<file path="config.mk">
export PLATFORM = sky130hd
export DESIGN_NAME = serial_receiver_ext_flat
export DESIGN_NICKNAME = d
export VERILOG_FILES = /design/src/rtl/serial_receiver_ext_if.sv /design/src/rtl/serial_receiver_ext.sv /design/src/flat_wrapper.sv
export SDC_FILE = /design/constraint.sdc
export NUM_CORES = 1
export LEC_CHECK = 0
export BUFFER_PORTS_ARGS = -buffer_cell sky130_fd_sc_hd__buf_2
export CAP_MARGIN = 0
export CORE_MARGIN = 1.5
export CORE_UTILIZATION = 63
export CTS_BUF_LIST = sky130_fd_sc_hd__clkbuf_4
export DETAILED_ROUTE_END_ITERATION = 7
export PLACE_DENSITY_LB_ADDON = 0.15
export SKIP_CTS_REPAIR_TIMING = 1
export SLEW_MARGIN = 20
export SYNTH_ARGS = -nofsm -noshare
export SYNTH_HDL_FRONTEND = slang
export SYNTH_SLANG_ARGS = --single-unit
</file>
<file path="constraint.sdc">
create_clock -name iClock -period 5.68 [get_ports iClock]
set_clock_uncertainty 0.2 [all_clocks]
set_input_delay 1.136 -clock iClock [delete_from_list [all_inputs] [get_ports iClock]]
set_output_delay 1.136 -clock iClock [all_outputs]
set_load 0.03 [all_outputs]
</file>
<file path="src/rtl/serial_receiver_ext_if.sv">
// Byte-stream side of serial_receiver_ext: serial input line plus the
// received word and its status pulses.
interface serial_receiver_ext_if #(
  parameter int DataBits = 8
);
  logic                iRXD;
  logic [DataBits-1:0] oData;
  logic                oReceived;
  logic                oParityError;
  logic                oFrameError;
  logic                oBreak;

  modport slave (
    input  iRXD,
    output oData, oReceived, oParityError, oFrameError, oBreak
  );

  modport master (
    output iRXD,
    input  oData, oReceived, oParityError, oFrameError, oBreak
  );
endinterface

</file>
<file path="src/rtl/serial_receiver_ext.sv">
// Parametrised UART receiver with parity, false-start rejection and break detection.
// Optional 3-sample majority voting per bit: define SERIAL_RECEIVER_MAJORITY_VOTE_EN.
module serial_receiver_ext #(
  parameter int ClockFrequency = 16000000,
  parameter int BaudRate       = 115200,
  parameter int DataBits       = 8,
  parameter int Parity         = 0,
  parameter int StopBits       = 1
) (
  input logic                  iClock,
  input logic                  iResetN,
  serial_receiver_ext_if.slave bus
);

  localparam int TicksPerBit = ClockFrequency / BaudRate;
  localparam int HalfBit     = TicksPerBit / 2;
  localparam int TimerW      = $clog2(TicksPerBit);
  localparam int ParityOdd   = 32'sd1;
  localparam int ParityEven  = 32'sd2;
`ifdef SERIAL_RECEIVER_MAJORITY_VOTE_EN
  // Decision lands one cycle after timer = 0, so reload one shorter to keep bit spacing.
  localparam logic [TimerW-1:0] BitLoad = TimerW'(TicksPerBit - 2);
`else
  localparam logic [TimerW-1:0] BitLoad = TimerW'(TicksPerBit - 1);
`endif
  localparam logic [TimerW-1:0] HalfLoad = TimerW'(HalfBit - 1);
  localparam logic [TimerW-1:0] TimerZero = {TimerW{1'b0}};
  localparam logic [3:0]        LastData = 4'(DataBits - 1);
  localparam logic [3:0]        LastStop = 4'(StopBits - 1);

  typedef enum logic [2:0] {
    sIdle       = 3'd0,
    sStartCheck = 3'd1,
    sData       = 3'd2,
    sParity     = 3'd3,
    sStop       = 3'd4,
    sRecover    = 3'd5
  } state_t;

  function automatic logic parity_fail(input logic [DataBits-1:0] data, input logic pbit);
    logic x;
    x = (^data) ^ pbit;
    case (Parity)
      ParityOdd:  return ~x;
      ParityEven: return x;
      default:    return 1'b0;
    endcase
  endfunction

  state_t              r_state, w_state_next;
  logic [1:0]          r_sync;
  logic [TimerW-1:0]   r_timer, w_timer_next;
  logic [3:0]          r_bitcnt, w_bitcnt_next;
  logic [DataBits-1:0] r_shift, w_shift_next;
  logic                r_par_err, w_par_err_next;
  logic                r_all_zero, w_all_zero_next;
  logic [DataBits-1:0] r_data, w_data_next;
  logic                r_received, w_received_next;
  logic                r_parity_error, w_parity_error_next;
  logic                r_frame_error, w_frame_error_next;
  logic                r_break, w_break_next;
  logic                w_rxd, w_counting, w_tick, w_bit;

  assign w_rxd      = r_sync[1];
  assign w_counting = (r_state == sStartCheck) || (r_state == sData) ||
                      (r_state == sParity) || (r_state == sStop);

`ifdef SERIAL_RECEIVER_MAJORITY_VOTE_EN
  logic [1:0] r_vote;
  logic       r_pending;

  // Captures the line at timer = 1 and 0; the vote completes with the following cycle.
  always_ff @(posedge iClock or negedge iResetN) begin
    if (!iResetN) begin
      r_vote    <= 2'b11;
      r_pending <= 1'b0;
    end else begin
      if (r_timer == TimerW'(1)) r_vote[1] <= w_rxd;
      if (r_timer == TimerZero)  r_vote[0] <= w_rxd;
      r_pending <= w_counting && (r_timer == TimerZero) && !r_pending;
    end
  end

  assign w_tick = r_pending;
  assign w_bit  = (r_vote[1] & r_vote[0]) | (r_vote[1] & w_rxd) | (r_vote[0] & w_rxd);
`else
  assign w_tick = w_counting && (r_timer == TimerZero);
  assign w_bit  = w_rxd;
`endif

  // State, datapath and registered outputs.
  always_ff @(posedge iClock or negedge iResetN) begin
    if (!iResetN) begin
      r_state        <= sIdle;
      r_sync         <= 2'b11;
      r_timer        <= TimerZero;
      r_bitcnt       <= 4'd0;
      r_shift        <= {DataBits{1'b0}};
      r_par_err      <= 1'b0;
      r_all_zero     <= 1'b0;
      r_data         <= {DataBits{1'b0}};
      r_received     <= 1'b0;
      r_parity_error <= 1'b0;
      r_frame_error  <= 1'b0;
      r_break        <= 1'b0;
    end else begin
      r_state        <= w_state_next;
      r_sync         <= {r_sync[0], bus.iRXD};
      r_timer        <= w_timer_next;
      r_bitcnt       <= w_bitcnt_next;
      r_shift        <= w_shift_next;
      r_par_err      <= w_par_err_next;
      r_all_zero     <= w_all_zero_next;
      r_data         <= w_data_next;
      r_received     <= w_received_next;
      r_parity_error <= w_parity_error_next;
      r_frame_error  <= w_frame_error_next;
      r_break        <= w_break_next;
    end
  end

  // Next-state and datapath update.
  always_comb begin
    w_state_next    = r_state;
    w_timer_next    = (r_timer != TimerZero) ? (r_timer - 1'b1) : r_timer;
    w_bitcnt_next   = r_bitcnt;
    w_shift_next    = r_shift;
    w_par_err_next  = r_par_err;
    w_all_zero_next = r_all_zero;
    case (r_state)
      sIdle: begin
        if (!w_rxd) begin
          w_state_next = sStartCheck;
          w_timer_next = HalfLoad;
        end else begin
          w_state_next = sIdle;
        end
      end
      sStartCheck: begin
        if (w_tick && w_bit) begin
          w_state_next = sIdle;
        end else if (w_tick) begin
          w_state_next    = sData;
          w_timer_next    = BitLoad;
          w_bitcnt_next   = 4'd0;
          w_par_err_next  = 1'b0;
          w_all_zero_next = 1'b1;
        end else begin
          w_state_next = sStartCheck;
        end
      end
      sData: begin
        if (w_tick) begin
          w_shift_next    = {w_bit, r_shift[DataBits-1:1]};
          w_all_zero_next = r_all_zero & ~w_bit;
          w_timer_next    = BitLoad;
          if (r_bitcnt == LastData) begin
            w_bitcnt_next = 4'd0;
            w_state_next  = (Parity != 0) ? sParity : sStop;
          end else begin
            w_bitcnt_next = r_bitcnt + 4'd1;
          end
        end else begin
          w_state_next = sData;
        end
      end
      sParity: begin
        if (w_tick) begin
          w_par_err_next  = parity_fail(r_shift, w_bit);
          w_all_zero_next = r_all_zero & ~w_bit;
          w_timer_next    = BitLoad;
          w_state_next    = sStop;
        end else begin
          w_state_next = sParity;
        end
      end
      sStop: begin
        if (w_tick && !w_bit) begin
          w_state_next = sRecover;
        end else if (w_tick && (r_bitcnt == LastStop)) begin
          w_state_next = sIdle;
        end else if (w_tick) begin
          w_all_zero_next = 1'b0;
          w_bitcnt_next   = r_bitcnt + 4'd1;
          w_timer_next    = BitLoad;
        end else begin
          w_state_next = sStop;
        end
      end
      sRecover: begin
        if (w_rxd) begin
          w_state_next = sIdle;
        end else begin
          w_state_next = sRecover;
        end
      end
      default: w_state_next = sIdle;
    endcase
  end

  // Output pulses, decided on the stop-bit sample.
  always_comb begin
    w_data_next         = r_data;
    w_received_next     = 1'b0;
    w_parity_error_next = 1'b0;
    w_frame_error_next  = 1'b0;
    w_break_next        = 1'b0;
    if ((r_state == sStop) && w_tick) begin
      if (!w_bit) begin
        w_frame_error_next = 1'b1;
        w_break_next       = r_all_zero;
      end else if (r_bitcnt == LastStop) begin
        w_data_next         = r_shift;
        w_received_next     = 1'b1;
        w_parity_error_next = r_par_err;
      end else begin
        w_received_next = 1'b0;
      end
    end else begin
      w_received_next = 1'b0;
    end
  end

  assign bus.oData        = r_data;
  assign bus.oReceived    = r_received;
  assign bus.oParityError = r_parity_error;
  assign bus.oFrameError  = r_frame_error;
  assign bus.oBreak       = r_break;

endmodule

</file>
<file path="src/flat_wrapper.sv">
// flat-port wrapper written by rule: the top's interface ports become plain ports
module serial_receiver_ext_flat 
#(
  parameter int ClockFrequency = 16000000,
  parameter int BaudRate       = 115200,
  parameter int DataBits       = 8,
  parameter int Parity         = 0,
  parameter int StopBits       = 1
)
  (iClock, iResetN, bus_iRXD, bus_oData, bus_oReceived, bus_oParityError, bus_oFrameError, bus_oBreak);
  serial_receiver_ext_if #(.DataBits(DataBits)) bus_i ();
  input logic iClock;
  input logic iResetN;
  input wire logic [$bits(bus_i.iRXD)-1:0] bus_iRXD;
  output wire logic [$bits(bus_i.oData)-1:0] bus_oData;
  output wire logic [$bits(bus_i.oReceived)-1:0] bus_oReceived;
  output wire logic [$bits(bus_i.oParityError)-1:0] bus_oParityError;
  output wire logic [$bits(bus_i.oFrameError)-1:0] bus_oFrameError;
  output wire logic [$bits(bus_i.oBreak)-1:0] bus_oBreak;
  assign bus_i.iRXD = bus_iRXD;
  assign bus_oData = bus_i.oData;
  assign bus_oReceived = bus_i.oReceived;
  assign bus_oParityError = bus_i.oParityError;
  assign bus_oFrameError = bus_i.oFrameError;
  assign bus_oBreak = bus_i.oBreak;
  serial_receiver_ext #(.ClockFrequency(ClockFrequency), .BaudRate(BaudRate), .DataBits(DataBits), .Parity(Parity), .StopBits(StopBits)) u_core (.iClock(iClock), .iResetN(iResetN), .bus(bus_i));
endmodule
</file>
Word level (Yosys, flattened, before mapping):

Cells that the tools add are included.
W data, S select, Z words.

* register bits: 39
* output and inout bits: 12
* word-level logic and storage cells: 100

* $add $sub $neg: 2
* equal/unequal tests: 15
* mux-type cells: 46
* bitwise logic cells: 2
* reductions and logical operators: 23

Operators with widths (number)
* $mux W8: 6
* $pmux W8 S4: 1
* $mux W4: 7
* $mux W3: 8
* $mux W1: 19
* $pmux W3 S6: 1
* $reduce_and A7 Y1: 2
* $pmux W4 S3: 1
* $logic_not A8 Y1: 1
* $ne A2 B1 Y1 const B: 4
* $reduce_bool A8 Y1: 1
* $sub A8 B1 Y8 const B: 1
* $eq A3 B2 Y1 const B: 2
* $eq A3 B3 Y1 const B: 2
* $ne A2 B2 Y1 const B: 3
* $reduce_and A2 Y1: 3
* $reduce_bool A3 Y1: 2
* $logic_and A1 B1 Y1: 5
* $add A4 B1 Y4 const B: 1
* $eq A4 B3 Y1 const B: 1
* $logic_not A4 Y1: 1
* $ne A4 B4 Y1 const B: 1
* $eq A3 B1 Y1 const B: 1
* $logic_not A3 Y1: 1
* other kinds (11): 13

Logic depth before layout (Yosys ltp):

Gate-level depths: netlist (run 1).

* word-level depth: 9
* gate-level depth with buffers: 7
* gate-level depth less buffers: 6

Worst setup path after synthesis (run 1):

No wires, ideal clock.

* kind: register to register
* start point: reg u_core.r_timer[0]
* end point: reg u_core.r_bitcnt[1]
* library setup time: 0.079 ns
* arrival: 1.916 ns
* slack: 3.485 ns
* cell stages (with the launch flop): 7
* buffers on the path: 0
* period minus slack after synthesis: 2.195 ns
* cell sequence: dfrtp_1 -> inv_1 -> ha_1 -> or3b_2 -> a311o_2 -> nor3_2 -> mux2i_1

* word-level cells in the longest chain between the ends: 5
* elaborated cells on any way between the ends: 12
* classes of those cells: eq/ne: 6; reduce/logical: 6

RTL lines
* start: declaration: line serial_receiver_ext.sv:52 `logic [TimerW-1:0] r_timer, w_timer_next;`
* start signal: assignment: line serial_receiver_ext.sv:96 `r_timer <= TimerZero;`
* start signal: assignment: line serial_receiver_ext.sv:109 `r_timer <= w_timer_next;`
* $logic_not A8 Y1 (*): line serial_receiver_ext.sv:87 `assign w_tick = w_counting && (r_timer == TimerZero);`
* $logic_and A1 B1 Y1 (*): line serial_receiver_ext.sv:87
* $logic_and A1 B1 Y1, on equally long branches: line serial_receiver_ext.sv:140, serial_receiver_ext.sv:178, serial_receiver_ext.sv:180
* $ne A2 B2 Y1 (no line)
* $reduce_and A7 Y1 (no line) (*)
* end signal: assignment: line serial_receiver_ext.sv:110 `r_bitcnt <= w_bitcnt_next;`
* end: declaration: line serial_receiver_ext.sv:53 `logic [3:0] r_bitcnt, w_bitcnt_next;`

Mark *: on every way between the ends. The rest lies on a longest branch, timed or not.
A chain may end at the register's enable or synchronous reset.

Worst setup path in the final report (run 1):

* start point: reg u_core.r_timer[0]
* end point: reg u_core.r_bitcnt[3]

The elaborated chain is that of the path after synthesis.

==> results list, run 1 <==
- Entering global routing, the biggest net connects 38 pins.
- The via count of the first global-routing pass came to roughly 1.3k.
- In the finished design, the share of the clock period the worst path needs comes to 42.9%.
- In this run switching power makes up about 23% of total power.
- Count of buffer and inverter cells on the critical path: 1
- Clock buffer count from CTS: 5
* Largest cells by area after synthesis: sky130_fd_sc_hd__dfrtp_1, sky130_fd_sc_hd__mux2_2, sky130_fd_sc_hd__dfstp_2
* Setup crit start: u_core.r_timer[0]
- The synthesized design contains 0 enable-type register cells.
* Post-Synthesis Cells: between 150 and 200
- First-pass iteration count of the detailed router: 6
- TritonCTS built the clock tree.
- The Yosys step of the flow raised 0 warnings.
- Registers are responsible for roughly 66% of the overall power.
- Once detail routing completed, the nets flagged for antenna violations numbered 0.
- For the pin with the worst max-slew slack, the measured transition is 1130 ps.
- Crit start category: flop
- On the worst path, the slowest cell contributes a delay of roughly 650 ps.
* PnR worst setup slack: between 3000 and 4000 ps
- Count of buffers from port buffering: 13
* Cell with the most instances after synthesis: sky130_fd_sc_hd__dfrtp_1
- Area of all placed cells without fillers: between 0.002 and 0.0025 mm2
- Sequential-to-total area share from yosys stat: approximately 49%
* Req. time, crit path: 5730 ps
- Overall via count from detail_route: between 1k and 1.5k
- Fraction of layout instances using a drive strength above 1: between 20% and 30%
* #FFs+latches synth: 37
* Crit Path Class: flop to flop
* Post-synthesis cell area: between 0.0015 and 0.002 mm2
* Cell breakdown of the critical path: inv_1, ha_1, nor3b_1, nand2_1, or4_1, o221ai_1
* Run status: finished clean
* Worst max-slew margin expressed relative to the limit: 23.6%
- Compared with the post-synthesis result, the final layout area differs by 6.25%.
- Antenna violations before repair: 0
* Setup repair after global routing missed its margin: no
- Once detailed placement completed, the half-perimeter wirelength came to around 2500 um.
- Of all cell types, the one taking the most synthesized area is sky130_fd_sc_hd__dfrtp_1.
- Area after detailed placement: 0.00197 mm2
* Placeable core region: 0.00281 mm2
* Power density relative to cell area: between 200 and 250 mW/mm2
- Clock Tree Buf Depth: 2
* First-pass GRT wire length: 5730 um
- Global routing used approximately 22% of the available tracks.
- The final count of pins violating max slew is 0.
- Psw: 92.6 uW
* CTS clk-pin slew, worst paths: 110 ps
- Startpoint of the tightest hold check path: u_core.r_sync[0]
- 0 antenna diodes ended up in the layout.
- In the synthesized netlist the async set-or-reset flop fraction comes to 100%.
- The net count of the finished layout is 191.
- For this block, the initial DRC count from the detailed router was 106.
* Hold violation count in the final report: 0
- Routed wire per std cell: between 15 and 20 um
- The startpoint identified for the worst register-to-register timing path is u_core.r_timer[0].
* Type of the most critical hold path: flop to flop
* H-Tree Level Count: 2
- For this block, the routed nets add up to around 3500 um of wire.
- In this run the static leakage power is between 0.0009 and 0.001 uW.
- Per report_power, the combinational group accounts for under 10% of the total.
* Library cell used as clock root buffer: sky130_fd_sc_hd__clkbuf_4
- Worst-Skew Late Latency: ~330 ps
* Total of endpoints with negative setup slack in the final report: 0
- Number of DRC violations after detailed routing: 0
* Die Y-Extent: approximately 58 um
- At the end of routability-driven placement, the weighted congestion stood at slightly below 0.9.
- Top-level I/O count: 15
* Die X-Extent: roughly 58 um
- The worst setup path is captured at a flop.
- Share of Yosys cell area claimed by the top area cell type: approximately 46%
- The worst path in the final design needs a cycle of roughly 2400 ps, including I/O delays and setup.
- CTS saw 37 sinks.
* DIE AREA: 0.00336 mm2
- Syn nets: 180
- Maximum capacitance violations: 0
* Post-synthesis area per instance: 11.0 um2
- Proportion of power drawn by the clock network: between 30% and 40%
* Fraction of the core area covered by cells at the end of the flow: between 70% and 80%
* Via density per instance: 6.44
- Total Negative Setup Slacks: 0 ps
- Cell at the slowest stage of the critical path: sky130_fd_sc_hd__or4_1
- The tightest hold path in the finished design has a slack of 162 ps.
- In this run the worst path has a maximum fanout of 16.
- Placement Setup Slack: roughly 3300 ps
- Flip-flop cell with the highest count after synthesis: sky130_fd_sc_hd__dfrtp_1
* Cell internal pwr: around 310 uW
- Cell row count: 19
- Cell family with most CP delay: simple AND/OR/NAND/NOR gates
* Fmax: ~410 MHz
* Worst EP arrival: between 2000 and 2500 ps
- Most frequent cells after synthesis: sky130_fd_sc_hd__dfrtp_1, sky130_fd_sc_hd__mux2_2, sky130_fd_sc_hd__inv_1
- Across the VDD grid, the largest voltage drop is 200 uV.
* Unique masters post-synth: between 40 and 50
* Remaining Overflow, GRT: 0
- Initial cell density of the core: 67.8%
==> power groups by stage <==
stage | Sequential [uW] | Clock [uW] | Combinational [uW]
6_report | 267 | 131 | 7.56
3_5_place_dp | 272 | 0 | 7.98
4_1_cts | 266 | 136 | 7.99
5_1_grt | 267 | 145 | 9.01
2_1_floorplan | 270 | 0 | 4.15
3_3_place_gp | 271 | 0 | 7.73
==> cell usage in the layout, fill, tap and decap left out, drive strengths merged, types with 2 or more instances in the layout <==
master | synthesis | routed
nor2 | 10 | 10
nor3 | 7 | 7
a221oi | 3 | 3
inv | 11 | 11
and3 | 2 | 2
xnor2 | 2 | 2
a31oi | 2 | 2
nand2 | 9 | 9
clkbuf | 6 | 5
mux2 | 16 | 16
ha | 4 | 4
o21ai | 4 | 4
nor2b | 2 | 2
nand4 | 3 | 3
nand2b | 3 | 3
o41ai | 2 | 2
a211oi | 2 | 2
clkinv | 0 | 2
dfrtp | 35 | 35
nor3b | 3 | 3
o21a | 2 | 2
a21oi | 10 | 10
buf | 3 | 13
nand3 | 2 | 2
nor4 | 3 | 3
dfstp | 2 | 2
xor2 | 4 | 4
or3b | 4 | 4
mux2i | 2 | 2
or4 | 2 | 2
==> final cells by class <==
type,instances,area [um2]
Clock buffer,5,37.5
Clock inverter,3,17.5
Fill cell,211,785
Inverter,11,41.3
Multi-Input combinational cell,116,892
Sequential cell,37,928
Tap cell,31,38.8
Timing Repair Buffer,13,65.1
==> routing by layer <==
layer | up-vias | GRT usage (%) | part of all wire, %
li1 | 652 | - | -
met1 | 673 | 29.9 | 43
met2 | 58 | 35.2 | 49
met3 | 8 | 6.47 | 7.1
met4 | 0 | 8.31 | 1.5
met5 | - | 0 | 0
==> through the flow <==
step | power [uW] | std cells
final | 405 | 216
after floorplan | 274 | 173
after global routing | 421 | 216
after global placement | 279 | 208
after CTS | 410 | 216
after detailed placement | 279 | 208
==> registers in the layout, indices dropped and copies added, names as in the netlist <==
register / flops
u_core.r_timer: 8
u_core.bus.oBreak: 1
u_core.bus.oData: 8
u_core.bus.oReceived: 1
u_core.r_all_zero: 1
u_core.r_sync: 2
u_core.bus.oFrameError: 1
u_core.r_shift: 8
u_core.r_state: 3
u_core.r_bitcnt: 4
==> worst reg2reg max path: stages, from the launching register on <==
cell and delay [ps]:
sky130_fd_sc_hd__dfrtp_1 410, sky130_fd_sc_hd__inv_1 120, sky130_fd_sc_hd__ha_1 180, sky130_fd_sc_hd__nor3b_1 240, sky130_fd_sc_hd__nand2_1 360, sky130_fd_sc_hd__or4_1 650
sky130_fd_sc_hd__o221ai_1 200
==> final timing paths <==
kind                                 endpoint  cells past startpoint  slack, ps
setup / recovery           u_core.r_bitcnt[3]                      6       3240
hold / removal               u_core.r_sync[1]                      0        160
setup reg to reg           u_core.r_bitcnt[3]                      6       3240
hold reg to reg              u_core.r_sync[1]                      0        160
max in group asynchronous   u_core.r_shift[2]                      1       4120
min in group asynchronous   u_core.r_timer[4]                      1        660
==> logic make-up (layout without fill, tap and decap cells) <==
family | Yosys count | count (layout) | share of synthesized area, %
buffers and inverters | 20 | 32 | 4.28
AOI/OAI and AO/OA | 34 | 34 | 12.2
and+or+nand+nor | 53 | 53 | 18.6
other | 1 | 1 | 0.197
DFF | 37 | 37 | 48.8
adders and majority gates | 4 | 4 | 2.63
muxes | 18 | 18 | 10.5
xor gates and xnor gates | 6 | 6 | 2.76
(Power assumes the default switching activity.)
==> run 2, diff against run 1 <==
- CORE_UTILIZATION: 63 -> 61
- clock period: 5.68 -> 2.48 ns (I/O delays scaled with it)
==> run 2 against run 1 <==
Cell count rose by 5.1%. Sequential cell count did not move. Critical path depth did not move. Highest routed layer unchanged. Non-clock buffer count rose by 9.
==> results list, run 2 (synthesis gave the netlist of run 1 again) <==
* Setup repair after global routing missed its margin: no
- The final standard cell utilization of the core was 69.7% (-2.4 points).
* Number of DRC violations after detailed routing: 0 (unchanged)
* Library cell used as clock root buffer: sky130_fd_sc_hd__clkbuf_4
- Die X-Extent: 58.8 um (+1.5%)
* Period Utilization, post-route: 95.0% (+52 points)
* Combined area of the multi-input logic cells: 892 um2 (unchanged)
- First-pass iteration count of the detailed router: 4 (-2)
* Final wirelength: 3650 um (+4.2%)
- The design internal power came to 729 uW (+130%).
- The fraction of power consumed by sequential logic was 64.3% (-1.5 points).
- The share of layout cells above drive strength 1 was 29.9% (+2.9 points).
- The average wire length per cell after detail routing came to 16.1 um (-0.85%).
* Share of total power in combinational logic: 2.4% (+0.5 points)
- The placer's final routability congestion estimate came to 0.886 (-1.0%).
- In the layout the commonest cells are sky130_fd_sc_hd__dfrtp_1, sky130_fd_sc_hd__mux2_2, sky130_fd_sc_hd__buf_2, sky130_fd_sc_hd__inv_1, sky130_fd_sc_hd__a21oi_1.
- The number of DRC violations after detailed-routing iteration 0 was 51 (-52%).
* Placement Setup Slack: 145 ps (-3130 ps)
* Nets: 200 (+4.7%)
- The total design power was 944 uW (+130%).
* Overall via count from detail_route: 1381 (-0.72%)
- Clock sink total: 37 (unchanged)
* Fillcell total: 229 (+8.5%)
- Maximum capacitance violations: 0 (unchanged)
- Cell family with most CP delay: simple AND/OR/NAND/NOR gates
* Detailed placer's ending HPWL: 2620 um (+5.4%)
- Minimum clock period: 2360 ps (-80.8 ps)
- The boundary pin count came to 15 (unchanged).
* CP max stage delay: 530 ps (-120 ps)
- The number of buffers created by CTS came to 5 (unchanged).
* CTS clk-pin slew, worst paths: 100 ps (about the same)
- Startpoint of the worst register-to-register path: u_core.r_timer[0]
- Clock Tree Buf Depth: 2 (unchanged)
- The total area of sequential cells is 928 um2 (unchanged).
- Power density relative to cell area: 451 mW/mm2 (+130%)
- The first-pass GRT wire length is 6130 um (+6.9%).
* DIE AREA: 0.00346 mm2 (+3.1%)
* Largest net degree at the start of global routing: 38 (unchanged)
- Most common cell after layout, fill and taps aside: sky130_fd_sc_hd__dfrtp_1
- Initial cell density of the core: 63.3% (-4.5 points)
* Die Y-Extent: 58.8 um (+1.5%)
* Area growth, synth to finish: 10.0%
- Total of endpoints with negative setup slack in the final report: 0 (unchanged)
- Worst max-slew margin expressed relative to the limit: 46.6% (+23 points)
* Worst hold-check slack: 25.7 ps (-136 ps)
* Run status: finished clean
- Setup crit start: u_core.r_timer[0]
- Via density per instance: 6.08 (-5.5%)
- The via count of the first global-routing pass came to 1317 (+4.0%).
* Remaining Overflow, GRT: 0 (unchanged)
- GRT Total Usage: 24.3% (+1.9 points)
* Worst-Skew Late Latency: 340 ps (about the same)
* PnR worst setup slack: 125 ps (-3120 ps)
* Count of buffers from port buffering: 13 (unchanged)
- H-Tree Level Count: 2 (unchanged)
* Cell row count: 20 (+1)
- The signal arrival time at the worst endpoint came to 2430 ps (-60 ps).
- Placeable core region: 0.00300 mm2 (+7.0%)
- Cell at the slowest stage of the critical path: sky130_fd_sc_hd__or3b_2
- The switching part of the total power came to 22.8% (-0.044 points).
* Hold violation count in the final report: 0 (unchanged)
- The leakage power summed over all cells was 0.000970 uW (+4.6%).
* Antenna Cells: 0 (unchanged)
- Crit path max fanout: 4 (-12)
- The maximum VDD drop is 291 uV (+46%).
- TritonCTS built the clock tree.
- The maximum clock frequency was 425 MHz (+3.4%).
- The number of routed nets with antenna violations is 0 (unchanged).
- Req. time, crit path: 2550 ps (-3180 ps)
- The min-delay analysis places its worst path in the category input pin to asynchronous set/reset pin.
- The clock network fraction of design power came to 33.4% (+1.1 points).
* Crit Path Class: flop to flop
* Pins over their slew limit: 0 (unchanged)
* Antenna violations before repair: 0 (unchanged)
- Count of buffer and inverter cells on the critical path: 1 (unchanged)
* Psw: 215 uW (+130%)
* Worst Max-Slew Pin Slew: 802 ps (-333 ps)
- Crit start category: flop
* Total Negative Setup Slacks: 0 ps (unchanged)
* CP Capture Type: flop
- The signal on the critical path passes through inv_1, ha_1, or3b_2, a311o_2, nor3_2, mux2i_1.
[run 2: cell type report]
cell class                      instances  area share, %
Sequential cell                        37           44.4
Clock buffer                            6           2.15
Timing Repair Buffer                   22           6.34
Inverter                               11           1.97
Tap cell                               33           1.97
Clock inverter                          2          0.538
Multi-Input combinational cell        116           42.6
[run 2: path summary, 6_finish.rpt]
path / end / slack [ps] / depth (start not counted)
min in group iClock: u_core.r_sync[0] / 40 / 1
max reg2reg: u_core.r_bitcnt[1] / 120 / 6
min: u_core.r_timer[4] / 30 / 1
max in group asynchronous: u_core.r_timer[7] / 1550 / 1
max: u_core.r_bitcnt[1] / 120 / 6
min reg2reg: u_core.r_sync[1] / 160 / 0
[run 2: metal layers]
metal  up-vias  wire length (um)  track usage, %
met5         -                 0               0
met4         0                91            11.4
met3        13               116            6.15
met2        28              1730            37.5
met1       678              1720            32.3
li1        662                 -               -
[run 2: power by group through the flow]
stage                     sequential, uW  clock [uW]  combinational, uW
after floorplan                      618           0               9.51
after global placement               618           0               22.5
after detailed placement             618           0               23.1
after CTS                            607         327               23.2
after global routing                 607         352               26.0
final                                606         315               22.3
[run 2: metrics by stage]
stage,area (um2),instances
floorplan,1900,173
global placement,2040,219
detailed placement,2040,219
CTS,2090,227
global route,2090,227
finish,2090,227
